<file path="config.mk">
export PLATFORM = sky130hd
export DESIGN_NAME = hazard_ctrl
export DESIGN_NICKNAME = d
export VERILOG_FILES = /design/src/rtl/hazard_ctrl_pkg.sv /design/src/rtl/hazard_ctrl_detect.sv /design/src/rtl/hazard_ctrl.sv
export SDC_FILE = /design/constraint.sdc
export NUM_CORES = 1
export LEC_CHECK = 0
export CAP_MARGIN = 20
export CELL_PAD_IN_SITES_DETAIL_PLACEMENT = 0
export CELL_PAD_IN_SITES_GLOBAL_PLACEMENT = 1
export CORE_MARGIN = 3
export CORE_UTILIZATION = 33
export DETAILED_ROUTE_END_ITERATION = 6
export PLACE_DENSITY = 0.9
export SYNTH_ARGS = -nofsm -noshare
export SYNTH_HDL_FRONTEND = slang
export SYNTH_SLANG_ARGS = --single-unit
export TNS_END_PERCENT = 5
</file>
<file path="constraint.sdc">
create_clock -name clk -period 2.4 [get_ports clk]
set_clock_uncertainty 0.05 [all_clocks]
set_input_delay 0.24 -clock clk [delete_from_list [all_inputs] [get_ports clk]]
set_output_delay 0.24 -clock clk [all_outputs]
set_load 0.005 [all_outputs]
</file>
<file path="src/rtl/hazard_ctrl_pkg.sv">
// hazard_ctrl_pkg: shared state encodings, control bundle and defaults for the pipeline sequencer
package hazard_ctrl_pkg;
  localparam int MEM_TIMEOUT_DEF = 16;
  localparam int CNT_W_DEF = 16;
  typedef enum logic [1:0] {
    ST_RUN      = 2'd0,
    ST_LU_STALL = 2'd1,
    ST_MEM_WAIT = 2'd2
  } state_t;
  typedef struct packed {
    logic pc_write;
    logic ifid_write;
    logic ifid_flush;
    logic idex_flush;
    logic exmem_flush;
    logic pipe_hold;
    logic memwb_flush;
  } ctrl_t;
  localparam ctrl_t CTRL_RUN    = 7'b1100000;
  localparam ctrl_t CTRL_HOLD   = 7'b0000011;
  localparam ctrl_t CTRL_SQUASH = 7'b1111100;
  localparam ctrl_t CTRL_STALL  = 7'b0001000;
endpackage

</file>
<file path="src/rtl/hazard_ctrl_detect.sv">
// hazard_detect: combinational load-use and taken-branch decode
module hazard_detect (
  input  logic [4:0] ifid_rs,
  input  logic [4:0] ifid_rt,
  input  logic [4:0] idex_rt,
  input  logic       idex_memread,
  input  logic       exmem_branch,
  input  logic       exmem_zero,
  output logic       lu_haz,
  output logic       br_taken
);
  assign br_taken = exmem_branch & exmem_zero;
  assign lu_haz = idex_memread & (idex_rt != 5'd0) & ((idex_rt == ifid_rs) | (idex_rt == ifid_rt));
endmodule

</file>
<file path="src/rtl/hazard_ctrl.sv">
// hazard_ctrl: pipeline sequencer for load-use stalls, branch squashes and memory waits
module hazard_ctrl
  import hazard_ctrl_pkg::*;
#(
  parameter int MEM_TIMEOUT = MEM_TIMEOUT_DEF,
  parameter int CNT_W = CNT_W_DEF
) (
  input  logic             clk,
  input  logic             reset,
  input  logic [4:0]       IFID_RS,
  input  logic [4:0]       IFID_RT,
  input  logic [4:0]       IDEX_RT,
  input  logic             IDEX_MemRead,
  input  logic             EXMEM_Branch,
  input  logic             EXMEM_Zero,
  input  logic             mem_req,
  input  logic             mem_ready,
  output logic             PCWrite,
  output logic             IFID_Write,
  output logic             IFID_Flush,
  output logic             IDEX_Flush,
  output logic             EXMEM_Flush,
  output logic             pipe_hold,
  output logic             MEMWB_Flush,
  output logic             mem_err,
  output logic [CNT_W-1:0] stall_count
);
  localparam int WC_W = $clog2(MEM_TIMEOUT + 1);
  state_t state;
  ctrl_t ctrl;
  logic [WC_W-1:0] wait_cnt;
  logic lu_haz, br_taken, mwait, timeout, hold, lu_stall;
  hazard_detect u_detect (
    .ifid_rs(IFID_RS),
    .ifid_rt(IFID_RT),
    .idex_rt(IDEX_RT),
    .idex_memread(IDEX_MemRead),
    .exmem_branch(EXMEM_Branch),
    .exmem_zero(EXMEM_Zero),
    .lu_haz(lu_haz),
    .br_taken(br_taken)
  );
  assign mwait = mem_req & ~mem_ready;
  assign timeout = (state == ST_MEM_WAIT) && mwait && (wait_cnt == WC_W'(MEM_TIMEOUT));
  assign hold = mwait & ~timeout;
  assign lu_stall = lu_haz && (state == ST_RUN) && !mwait && !br_taken;
  // Mealy control decode; a timed-out access releases with plain defaults
  always_comb
    ctrl = !reset ? CTRL_RUN :
           hold ? CTRL_HOLD :
           (br_taken && !timeout) ? CTRL_SQUASH :
           lu_stall ? CTRL_STALL : CTRL_RUN;
  assign {PCWrite, IFID_Write, IFID_Flush, IDEX_Flush, EXMEM_Flush, pipe_hold, MEMWB_Flush} = ctrl;
  // sequencer state, wait timer, sticky error and saturating stall statistic
  always_ff @(posedge clk) begin
    if (!reset) begin
      state <= ST_RUN;
      wait_cnt <= '0;
      mem_err <= 1'b0;
      stall_count <= '0;
    end else begin
      state <= hold ? ST_MEM_WAIT : lu_stall ? ST_LU_STALL : ST_RUN;
      wait_cnt <= !hold ? '0 : (state == ST_MEM_WAIT) ? wait_cnt + WC_W'(1) : WC_W'(1);
      mem_err <= mem_err | timeout;
      if (!ctrl.pc_write && stall_count != '1) stall_count <= stall_count + CNT_W'(1);
    end
  end
endmodule

</file>
* Yosys cells after proc, flatten, opt, wreduce, memory -nomap -nowiden
Cells that the tools add are included.
** Word-level totals
- Register bits after elaboration :: 24
- Input port bits :: 22
- Output and inout bits :: 24
- Word-level logic and storage cells :: 46
** Cells by class
- Add/subtract/negate cells :: 2
- Equal/unequal tests :: 5
- Muxes and demuxes :: 7
- Bitwise logic cells :: 10
- Reductions and logical operators :: 16
** Operators with widths (number)
- $mux 7 :: 4
- $add 16x1->16 const B :: 1
- $ne 16x16->1 const B :: 1
- $eq 5x5->1 :: 2
- $logic_and 1x1->1 :: 7
- $add 5x1->5 const B :: 1
- $and 1x1->1 :: 5
- $eq 5x5->1 const B :: 1
- $reduce_bool 5->1 :: 1
- $logic_not 1->1 :: 4
- $not 1->1 :: 3
- $reduce_and 3->1 :: 1
- $eq 2x2->1 const B :: 1
- $logic_not 2->1 :: 1
- $mux 1 :: 2
- $mux 2 :: 1
- $or 1x1->1 :: 2
- $reduce_and 2->1 :: 1
- $reduce_or 2->1 :: 1

* Logic depth before layout (Yosys ltp)
Gate-level depths: netlist of the first run.
- Depth in word-level cells :: 12
- Gate-level depth with buffers :: 9
- Mapped depth without buffers :: 8

* Cells and area by module
From an unflattened synthesis of the first run, not the netlist that was laid out.
** Unflattened totals
- Cell total of the unflattened synthesis :: 150
- Area total of the unflattened synthesis :: 1306.3 sq um
** By module, submodules not included
- hazard_ctrl :: times used 1, cells each 132, area an instance 1174.9 sq um, seq. area each 480.5 sq um
- hazard_detect :: times used 1, cells each 18, area an instance 131.4 sq um, seq. area each 0.0 sq um

* Worst setup path after synthesis of the first run
No wires, ideal clock.
- Kind :: register to register
- Start point :: reg wait_cnt[0]
- End point :: reg stall_count[7]
- Arrival :: 1948 ps
- Required time :: 2234 ps
- Setup slack :: 286 ps
- Stages on the path, launching flop included :: 9
- Path buffers :: 0
- Clock period less this slack :: 2114 ps
- Path through :: dfxtp_1 -> inv_1 -> ha_1 -> nor4bb_1 -> and3_1 -> a211o_1 -> nor4_4 -> a21oi_1 -> a31o_2
** Between the ends
- Cells in the longest elaborated chain, start to end :: 9
- Elaborated cells between the ends (all ways) :: 11
** Ends and longest elaborated chain
- start, declared :: RTL line hazard_ctrl.sv:31 : logic [WC_W-1:0] wait_cnt;
- start signal, assigned :: RTL line hazard_ctrl.sv:63 : wait_cnt <= !hold ? '0 : (state == ST_MEM_WAIT) ? wait_cnt + WC_W'(1) : WC_W'(1);
- $eq 5x5->1 * :: RTL line hazard_ctrl.sv:44 : assign timeout = (state == ST_MEM_WAIT) && mwait && (wait_cnt == WC_W'(MEM_TIMEOUT));
- $logic_and 1x1->1 * :: RTL line hazard_ctrl.sv:44
- $logic_not 1->1 :: RTL line hazard_ctrl.sv:51 : (br_taken && !timeout) ? CTRL_SQUASH :
- $logic_and 1x1->1 :: RTL line hazard_ctrl.sv:51
- $mux 7 :: RTL line hazard_ctrl.sv:51
- $mux 7 * :: RTL line hazard_ctrl.sv:50 : hold ? CTRL_HOLD :
- $mux 7 * :: RTL line hazard_ctrl.sv:49 : ctrl = !reset ? CTRL_RUN :
- $logic_not 1->1 * :: RTL line hazard_ctrl.sv:65 : if (!ctrl.pc_write && stall_count != '1) stall_count <= stall_count + CNT_W'(1);
- $logic_and 1x1->1 * :: RTL line hazard_ctrl.sv:65
- end signal, assigned :: RTL line hazard_ctrl.sv:65
- end, declared :: RTL line hazard_ctrl.sv:26 : output logic [CNT_W-1:0] stall_count
Mark *: on every way between the ends. The rest lies on a longest branch, timed or not.
A chain may end at the register's enable or synchronous reset.

* Final worst setup path of the first run
- Start point :: in IDEX_RT[2]
- End point :: out PCWrite
** Between the ends
- Cells in the longest elaborated chain, start to end :: 10
- Elaborated cells between the ends (all ways) :: 13
** Ends and longest elaborated chain
- start, declared :: RTL line hazard_ctrl.sv:12 : input logic [4:0] IDEX_RT,
- $eq 5x5->1 / $reduce_bool 5->1 (equally long branches) :: RTL line hazard_ctrl_detect.sv:13 : assign lu_haz = idex_memread & (idex_rt != 5'd0) & ((idex_rt == ifid_rs) | (idex_rt == ifid_rt));
- $or 1x1->1 / $and 1x1->1 (equally long branches) :: RTL line hazard_ctrl_detect.sv:13
- $and 1x1->1 * :: RTL line hazard_ctrl_detect.sv:13
- $logic_and 1x1->1 * (3 in a row) :: RTL line hazard_ctrl.sv:46 : assign lu_stall = lu_haz && (state == ST_RUN) && !mwait && !br_taken;
- $mux 7 * :: RTL line hazard_ctrl.sv:52 : lu_stall ? CTRL_STALL : CTRL_RUN;
- $mux 7 * :: RTL line hazard_ctrl.sv:51
- $mux 7 * :: RTL line hazard_ctrl.sv:50
- $mux 7 * :: RTL line hazard_ctrl.sv:49
- end, declared :: RTL line hazard_ctrl.sv:18 : output logic PCWrite,
Marked as above.

==> results of run 1 <==
==> flip-flops by register name, indices dropped and copies added (netlist names) <==
name	flops
stall_count	16
wait_cnt	5
state	2
mem_err	1
==> power groups by stage <==
stage | clock [mW] | sequential [mW] | combinational, mW
3_3_place_gp | 0 | 0.413 | 0.137
6_report | 0.232 | 0.403 | 0.151
2_1_floorplan | 0 | 0.413 | 0.0551
3_5_place_dp | 0 | 0.413 | 0.138
4_1_cts | 0.240 | 0.404 | 0.143
5_1_grt | 0.254 | 0.404 | 0.165
==> kinds of logic (layout without fill, tap and decap cells) <==
| kind of cell | Yosys count | in the layout | synth area share |
|---|---|---|---|
| simple gates | 70 | 70 | 0.277 |
| compound gates | 25 | 25 | 0.142 |
| flops | 24 | 24 | 0.351 |
| xor+xnor | 15 | 15 | 0.0959 |
| buf+inv | 13 | 74 | 0.0493 |
| mux | 8 | 8 | 0.0584 |
| fa+ha+maj | 3 | 3 | 0.0274 |
==> final timing paths <==
check	from	to	slack [ns]
setup / recovery	IDEX_RT[2]	PCWrite	0.11
hold / removal	stall_count[4]$_SDFFE_PN0P_	stall_count[4]$_SDFFE_PN0P_	0.43
setup reg to reg	wait_cnt[0]$_SDFF_PN0_	stall_count[10]$_SDFFE_PN0P_	0.14
hold reg to reg	stall_count[4]$_SDFFE_PN0P_	stall_count[4]$_SDFFE_PN0P_	0.43
==> cell usage after synthesis (2+ instances only) <==
cell type / count / area share
dfxtp_1: 24 / 0.35
nand2_1: 18 / 0.049
inv_1: 6 / 0.016
nor2_1: 13 / 0.036
nand3_1: 5 / 0.018
ha_1: 3 / 0.027
a31oi_1: 2 / 0.0091
buf_4: 3 / 0.016
o21ai_0: 3 / 0.011
a21oi_1: 5 / 0.018
clkbuf_1: 3 / 0.0082
mux2i_1: 8 / 0.058
xor2_1: 13 / 0.083
and3_1: 8 / 0.037
nand4_1: 6 / 0.027
nand2b_1: 6 / 0.027
nor2b_1: 2 / 0.0091
a31o_2: 3 / 0.019
nor3_1: 4 / 0.015
xnor2_1: 2 / 0.013
a211oi_1: 3 / 0.016
==> routing by layer <==
| metal | vias up | share of wire |
|---|---|---|
| li1 | 684 | - |
| met1 | 581 | 0.49 |
| met2 | 43 | 0.43 |
| met3 | 5 | 0.071 |
| met4 | 0 | 0.0088 |
| met5 | - | 0 |
==> through the flow <==
step / hold slack (ns) / setup slack (ns) / util / cells
final: 0.430 / 0.105 / 0.540 / 267
after global routing: 0.468 / -0.0262 / 0.540 / 267
after CTS: 0.436 / 0.0156 / 0.531 / 265
after detailed placement: 0.417 / -0.217 / 0.515 / 262
after global placement: 0.412 / -0.181 / 0.515 / 262
after floorplan: 0.339 / 0.286 / - / 158
==> final cells by class <==
type	instances	area, um2
clock buffers	3	41.3
fillers	362	1760
repair buffers	65	599
flip-flops and latches	24	480
multi-input cells	121	862
inverters	6	22.5
well taps	48	60.1
==> timing repair <==
item / CTS / global route
endpoints found under the setup margin: 4 / 6
pin swaps: 0 / 3
cloned: 0 / 0
resized for setup: 7 / 3
buffers inserted: 0 / 2
==> out/results.tsv, run 1 <==
metric	value	unit
outcome	finished clean	
h-tree-depth	1	
max-vdd-ir-drop	0.206	mV
avgSynthCellArea	8.67	um2
max_clock_freq	436	MHz
top_usage_layer	met1	
root_buffer	clkbuf_8	
p_leak	0.865	nW
drive_above_1_share	0.155	
switching_share	0.237	
min_period_over_period	0.956	
path_max_fanout	3	
ys_warn_count	0	
area_growth	50.8	%
yosys_most_used_dff	dfxtp_1	
met2_usage	0.195	
syn_area	1370	um2
cp.required	2.11	ns
hold_path_class	reg -> reg	
drt_iter0_markers	49	
worstPathCellList	clkdlybuf4s50_1, buf_4, xor2_1, nor2_1, a22o_1, buf_4, o21ai_0, dlygate4sd2_1	
cellPowerDensity	381	nW/um2
grt_pass1_wl	5550	um
reg2reg_depth	8	
die-area	4960	um2
startpoint_type	input pin	
overflow	0	
mostFrequentLayoutCells	clkdlybuf4s50_1, dfxtp_1, buf_4	
max_slew_margin	0.594	
p_switching	0.186	mW
synth_edf_count	0	
cts_hold_buf	0	
p_total	0.787	mW
synth_seq_cells	24	
clk_latency	0.26	ns
grt_max_degree	17	
drt_pass1_iterations	4	
postRouteAntennaNets	0	
rows	22	
core	3830	um2
worst_hold_path.num_cells	1	
totalWireLength	3300	um
tightest_slew	0.604	ns
final_common_cell	clkdlybuf4s50_1	
routabilityCongestion	0.767	
die_y	70.4	um
cp_common_cell	buf_4	
slew_violations	0	
crit_slowest_cell	clkdlybuf4s50_1	
synth-seq-area-share	0.351	
ys_types	39	
use_met3	0.0360	
start_util	0.358	
dp_hpwl	2610	um
cts_tree	yes	
synth_cells	158	
via_count	1313	
nets	246	
syn-num-nets	183	
async_flop_share	0	
critPathMaxStageDelay	0.52	ns
vias_per_cell	4.92	
setup_violations	0	
placed_area	1970	um2
finalHoldViolCount	0	
p_int	0.601	mW
drc	0	
pwr-share-clk	0.295	
arrival	2.00	ns
clkTransAtPathRegs	0.08	ns
crit_path_end_kind	primary output	
antenna_found_initial	0	
cts_sinks	24	
grt_pass1_vias	1226	
floorplan.io_pins	46	
wl_per_cell	12.4	um
cp_top_family	buffers and inverters	
n_antenna_cell	0	
setup_tns	0	ns
critPathBufInv	4	
drv_cap	0	
rsz0062_at_grt	yes	
stdcell_area	2070	um2
met1_usage	0.196	
worst-path-stages	8	
p_comb_frac	0.192	
period_minus_slack	2.29	ns
port_buffers	45	
grt.total_usage	0.135	
clock_path_buffers	2	
cts_buffers	3	
criticalPathCategory	in -> out	
die_x	70.4	um
seq_power_share	0.513	
Power figures use the tool's default switching activity.
==> run 2, diff against run 1 <==
--- a/config.mk
+++ b/config.mk
@@ -7,12 +7,14 @@
 export LEC_CHECK = 0
 export CAP_MARGIN = 20
 export CELL_PAD_IN_SITES_DETAIL_PLACEMENT = 0
-export CELL_PAD_IN_SITES_GLOBAL_PLACEMENT = 1
+export CELL_PAD_IN_SITES_GLOBAL_PLACEMENT = 2
 export CORE_MARGIN = 3
-export CORE_UTILIZATION = 33
+export CORE_UTILIZATION = 25
+export CTS_CLUSTER_DIAMETER = 80
 export DETAILED_ROUTE_END_ITERATION = 6
-export PLACE_DENSITY = 0.9
+export PLACE_DENSITY = 0.89
 export SYNTH_ARGS = -nofsm -noshare
 export SYNTH_HDL_FRONTEND = slang
+export SYNTH_HIERARCHICAL = 1
 export SYNTH_SLANG_ARGS = --single-unit
 export TNS_END_PERCENT = 5
==> out/results.tsv, run 2 <==
metric	value	unit	change
outcome	complete, but fails checks		
violations	negative setup slack		
fin_util	0.413		-0.127
nets	236		-4.1%
drv_cap	0		unchanged
routabilityCongestion	0.769		+0.18%
grt_max_degree	18		+1
rsz0062_at_grt	yes		
largest-register	stall_count		
min_period_over_period	1.08		+0.128
via_count	1242		-5.4%
p_leak	0.811	nW	-6.2%
die_y	78.3	um	+11%
synthMostInstantiatedCell	dfxtp_1		
port_buffers	45		unchanged
start_util	0.268		-0.0904
synth_cells	150		-5.1%
p_int	0.617	mW	+2.8%
core	4880	um2	+28%
wl_met1	1570	um	-3.6%
postRouteAntennaNets	0		unchanged
synth_top_cell_by_area	dfxtp_1		
max_slew_margin	0.725		+0.131
pwr-share-clk	0.346		+0.051
synth-seq-area-share	0.368		+0.0171
drt_pass1_iterations	4		unchanged
slew_violations	0		unchanged
criticalPathCategory	in -> reg		
max-vdd-ir-drop	0.278	mV	+35%
max_clock_freq	384	MHz	-12%
p_switching	0.175	mW	-6.1%
largest_reg_flops	16		unchanged
yosys_most_used_dff	dfxtp_1		
arrival	2.76	ns	+0.76 ns
top_regs	stall_count x16, wait_cnt x5, state x2		
setup_ws	-0.202	ns	-0.307 ns
seq_area	480	um2	unchanged
synthTopCellsByArea	dfxtp_1, mux2i_1, xnor2_1		
clkTransAtPathRegs	0.08	ns	about the same
final_common_cell	clkdlybuf4s50_1		
drc	0		unchanged
period_minus_slack	2.60	ns	+0.307 ns
path_max_fanout	3		unchanged
topRoutingLayerUsed	met4		
rr_endpoint	stall_count[13]$_SDFFE_PN0P_		
clock_path_buffers	2		unchanged
overflow	0		unchanged
switching_share	0.221		-0.0159
vias_per_cell	4.48		-8.8%
cts_buffers	3		unchanged
cts_tree	yes		
crit_path_end_kind	register		
grt.total_usage	0.108		-0.0262
die_x	78.3	um	+11%
n_antenna_cell	0		unchanged
root_buffer	clkbuf_8		
synth_edf_count	0		unchanged
seq_power_share	0.512		about the same
syn_area	1310	um2	-4.7%
antenna_found_initial	0		unchanged
grt_pass1_wl	5450	um	-1.9%
ys_types	38		-2.6%
p_comb_frac	0.142		-0.050
reg2reg_depth	6		-2
nFillCells	502		+39%
r2r_slack	0.06	ns	-0.08 ns
drive_above_1_share	0.214		+0.0590
synth_top_area_frac	0.368		+0.0171
area_growth	54.3	%	
post-place-ws	-0.793	ns	-0.577 ns
crit_path_start	IDEX_RT[1]		
clk_latency	0.27	ns	about the same
mostFrequentLayoutCells	clkdlybuf4s50_1, dfxtp_1, nand2_1		
syn-num-nets	175		-4.4%
hold_path_class	reg -> reg		
cp.required	2.56	ns	+0.45 ns
multiInputGateArea	821	um2	-4.8%
wl_per_cell	11.7	um	-5.3%
ys_warn_count	6		+6
setup_tns	-0.812	ns	-0.812 ns
cellPowerDensity	393	nW/um2	+3.2%
wl_met3	189	um	-19%
r2r_start	state[0]$_SDFF_PP0_		
totalWireLength	3240	um	-1.7%
finalHoldViolCount	0		unchanged
synth_common_cells	dfxtp_1, nand2_1, nand3_1		
die-area	6130	um2	+24%
grt_pass1_vias	1221		-0.41%
tightest_slew	0.407	ns	-0.197 ns
drt_iter0_markers	52		+6.1%
startpoint_type	input pin		
async_flop_share	0		unchanged
worstSetupEndpoint	stall_count[13]$_SDFFE_PN0P_		
floorplan.io_pins	46		unchanged
rows	25		+14%
dp_hpwl	2520	um	-3.4%
synth_seq_cells	24		unchanged
setup_violations	12		+12
wl_met2	1480	um	+4.4%
avgSynthCellArea	8.71	um2	+0.43%
p_total	0.792	mW	+0.68%
cts_sinks	24		unchanged
h-tree-depth	1		unchanged
## run 2: cell families (layout without fill, tap and decap cells)
family	Yosys count	count (layout)	synth area share
flops	24	24	0.368
buf+inv	8	68	0.0316
simple gates	74	74	0.311
compound gates	16	16	0.0843
xor+xnor	16	16	0.107
mux	9	9	0.0690
fa+ha+maj	3	3	0.0287
## run 2: final cells by class
class	count	share of cell area
inverter	3	0.00559
multi-input combinational	118	0.407
timing repair buffer	61	0.280
sequential	24	0.238
clock buffer	4	0.0273
tap	67	0.0416
## run 2: layer usage
layer  vias up  track usage
li1        654            -
met1       558        0.140
met2        28        0.178
met3         2       0.0378
met4         0       0.0157
met5         -            0
## run 2: timing repair
item	CTS	global route
gates resized for setup	59	11
endpoints found under the setup margin	19	20
pin swaps	17	9
setup buffers	2	0
hold buffers	0	0
## run 2: worst min-delay path by stage
stage / start / end / cells past startpoint
5_1_grt: mem_err$_SDFF_PN0_ / mem_err$_SDFF_PN0_ / 2
6_report: mem_err$_SDFF_PN0_ / mem_err$_SDFF_PN0_ / 2
3_3_place_gp: mem_err$_SDFF_PN0_ / mem_err$_SDFF_PN0_ / 2
4_1_cts: mem_err$_SDFF_PN0_ / mem_err$_SDFF_PN0_ / 2
3_5_place_dp: mem_err$_SDFF_PN0_ / mem_err$_SDFF_PN0_ / 2
2_1_floorplan: mem_err$_SDFF_PN0_ / mem_err$_SDFF_PN0_ / 2
## run 2: power groups by stage
stage               registers, mW  logic (mW)  clock network [mW]
CTS                         0.406       0.109               0.286
global route                0.406       0.123               0.302
finish                      0.406       0.112               0.274
global placement            0.415       0.112                   0
detailed placement          0.415       0.111                   0
floorplan                   0.414      0.0423                   0
## run 2: stage by stage
stage	instances	cell area [um2]	hold slack [ns]
global placement	271	1920	0.432
floorplan	150	1310	0.410
CTS	277	1970	0.442
detailed placement	271	1920	0.421
global route	277	2020	0.473
finish	277	2020	0.437
## run 2: worst max-delay path, stage by stage
cell and delay, ns:
clkdlybuf4s15_1 0.22, xnor2_1 0.20, nand3_1 0.11, a21oi_2 0.13, or4b_4 0.47, a221o_2 0.39
buf_6 0.12, or3_4 0.32, or4_4 0.42, a21oi_2 0.12
==> run 3, diff against run 2 <==
--- a/config.mk
+++ b/config.mk
@@ -12,7 +12,9 @@
 export CORE_UTILIZATION = 25
 export CTS_CLUSTER_DIAMETER = 80
 export DETAILED_ROUTE_END_ITERATION = 6
+export MAX_ROUTING_LAYER = met4
 export PLACE_DENSITY = 0.89
+export SKIP_CTS_REPAIR_TIMING = 1
 export SYNTH_ARGS = -nofsm -noshare
 export SYNTH_HDL_FRONTEND = slang
 export SYNTH_HIERARCHICAL = 1
==> out/results.tsv, run 3 (synthesis gave the netlist of run 2 again) <==
metric	value	unit	change
outcome	complete, but fails checks		
violations	negative setup slack		
antenna_found_initial	0		unchanged
nFillCells	497		-1.0%
period_minus_slack	2.62	ns	+0.0140 ns
drt_pass1_iterations	4		unchanged
post-place-ws	-0.793	ns	unchanged
criticalPathCategory	in -> reg		
largest_reg_flops	16		unchanged
nets	235		-0.42%
rows	25		unchanged
dp_hpwl	2520	um	unchanged
finalHoldViolCount	0		unchanged
drc	0		unchanged
grt_pass1_wl	5410	um	-0.77%
top_regs	stall_count x16, wait_cnt x5, state x2		
start_util	0.268		unchanged
cts_buffers	3		unchanged
arrival	2.78	ns	+0.02 ns
grt_max_degree	18		unchanged
largest-register	stall_count		
n_antenna_cell	0		unchanged
p_switching	0.175	mW	-0.17%
port_buffers	45		unchanged
die_x	78.3	um	unchanged
floorplan.io_pins	46		unchanged
stdcell_area	2050	um2	+1.7%
cts_sinks	24		unchanged
routabilityCongestion	0.779		+1.4%
area_growth	56.9	%	
vias_per_cell	4.52		+0.77%
cp_common_cell	a21oi_2		
placed_area	1920	um2	unchanged
max-vdd-ir-drop	0.277	mV	-0.38%
cp.required	2.56	ns	about the same
wl_per_cell	11.8	um	+1.1%
setup_ws	-0.216	ns	-0.0140 ns
seq_power_share	0.513		about the same
min_period_over_period	1.09		+0.00581
die-area	6130	um2	unchanged
worstPathCellList	clkbuf_2, xor2_1, nor3_1, nand3_1, a21oi_2, or4b_4, a221o_2, or3_4, or4_4, a21oi_2		
die_y	78.3	um	unchanged
grt_pass1_vias	1199		-1.8%
slew_violations	0		unchanged
critPathMaxStageDelay	0.47	ns	about the same
drive_above_1_share	0.172		-0.0420
mostFrequentLayoutCells	clkdlybuf4s50_1, dfxtp_1, nand2_1		
rsz0062_at_grt	yes		
startpoint_type	input pin		
totalWireLength	3270	um	+0.77%
clkTransAtPathRegs	0.08	ns	about the same
core	4880	um2	unchanged
final_common_cell	clkdlybuf4s50_1		
via_count	1247		+0.40%
h-tree-depth	1		unchanged
clk_latency	0.27	ns	about the same
hold_path_class	reg -> reg		
pwr-share-clk	0.347		about the same
cts_tree	yes		
path_max_fanout	4		+1
hold_ws	0.437	ns	-0.000137 ns
setup_violations	14		+2
cellPowerDensity	386	nW/um2	-1.8%
crit_slowest_cell	or4b_4		
root_buffer	clkbuf_8		
overflow	0		unchanged
tightest_slew	0.418	ns	+0.0114 ns
p_int	0.616	mW	-0.16%
drv_cap	0		unchanged
switching_share	0.221		about the same
max_slew_margin	0.717		-0.00769
grt.total_usage	0.110		+0.00196
postRouteAntennaNets	0		unchanged
p_comb_frac	0.141		about the same
drt_iter0_markers	43		-17%
crit_path_end_kind	register		
p_total	0.791	mW	-0.16%
p_leak	0.906	nW	+12%
clock_path_buffers	2		unchanged
max_clock_freq	382	MHz	-0.53%
## run 3: changes by cell type in the layout (fill, tap and decap cells not counted), sizes merged
cell,previous run,this run
buf,27,15
clkbuf,4,6
clkdlybuf4s15,2,0
clkdlybuf4s50,27,28
dlygate4sd2,5,0
dlymetal6s2s,0,15
## run 3: final timing paths
check,startpoint,depth (start not counted),end,slack (ns)
worst min-delay path,mem_err$_SDFF_PN0_,2,mem_err$_SDFF_PN0_,0.44
worst max register to register,state[0]$_SDFF_PP0_,5,stall_count[13]$_SDFFE_PN0P_,0.10
worst max-delay path,IDEX_RT[4],10,stall_count[13]$_SDFFE_PN0P_,-0.22
worst min register to register,mem_err$_SDFF_PN0_,2,mem_err$_SDFF_PN0_,0.44
## run 3: critical path, delay by kind of cell
kind	cells	cell delay [ns]
and+or+nand+nor	5	1.57
buffers and inverters	1	0.11
AOI/OAI and AO/OA	3	0.70
xor gates and xnor gates	1	0.16
## run 3: stage by stage
| stage | instances | util | TNS, ns |
|---|---|---|---|
| final | 276 | 0.420 | -1.09 |
| after global routing | 276 | 0.420 | -4.52 |
| after CTS | 275 | 0.404 | -7.25 |
| after detailed placement | 271 | 0.393 | -11.65 |
| after global placement | 271 | 0.393 | -11.33 |
| after floorplan | 150 | - | -0.677 |
## run 3: cell type report
cell class / count / area [um2] / area share
Timing Repair Buffer: 60 / 591 / 0.288
Clock buffer: 4 / 55.1 / 0.0269
Inverter: 3 / 11.3 / 0.00549
Tap cell: 67 / 83.8 / 0.0409
Sequential cell: 24 / 480 / 0.234
Multi-Input combinational cell: 118 / 828 / 0.404
## run 3: power by group through the flow
stage	Combinational (mW)	Sequential [mW]	Clock (mW)
6_report	0.111	0.406	0.274
5_1_grt	0.121	0.406	0.302
4_1_cts	0.112	0.406	0.286
3_5_place_dp	0.111	0.415	0
3_3_place_gp	0.112	0.415	0
2_1_floorplan	0.0423	0.414	0
## run 3: metal layers
metal,GRT usage,wire length (um),vias up
li1,-,-,651
met1,0.142,1590,566
met2,0.175,1490,28
met3,0.0344,173,2
met4,0.0157,13,0
met5,-,0,-
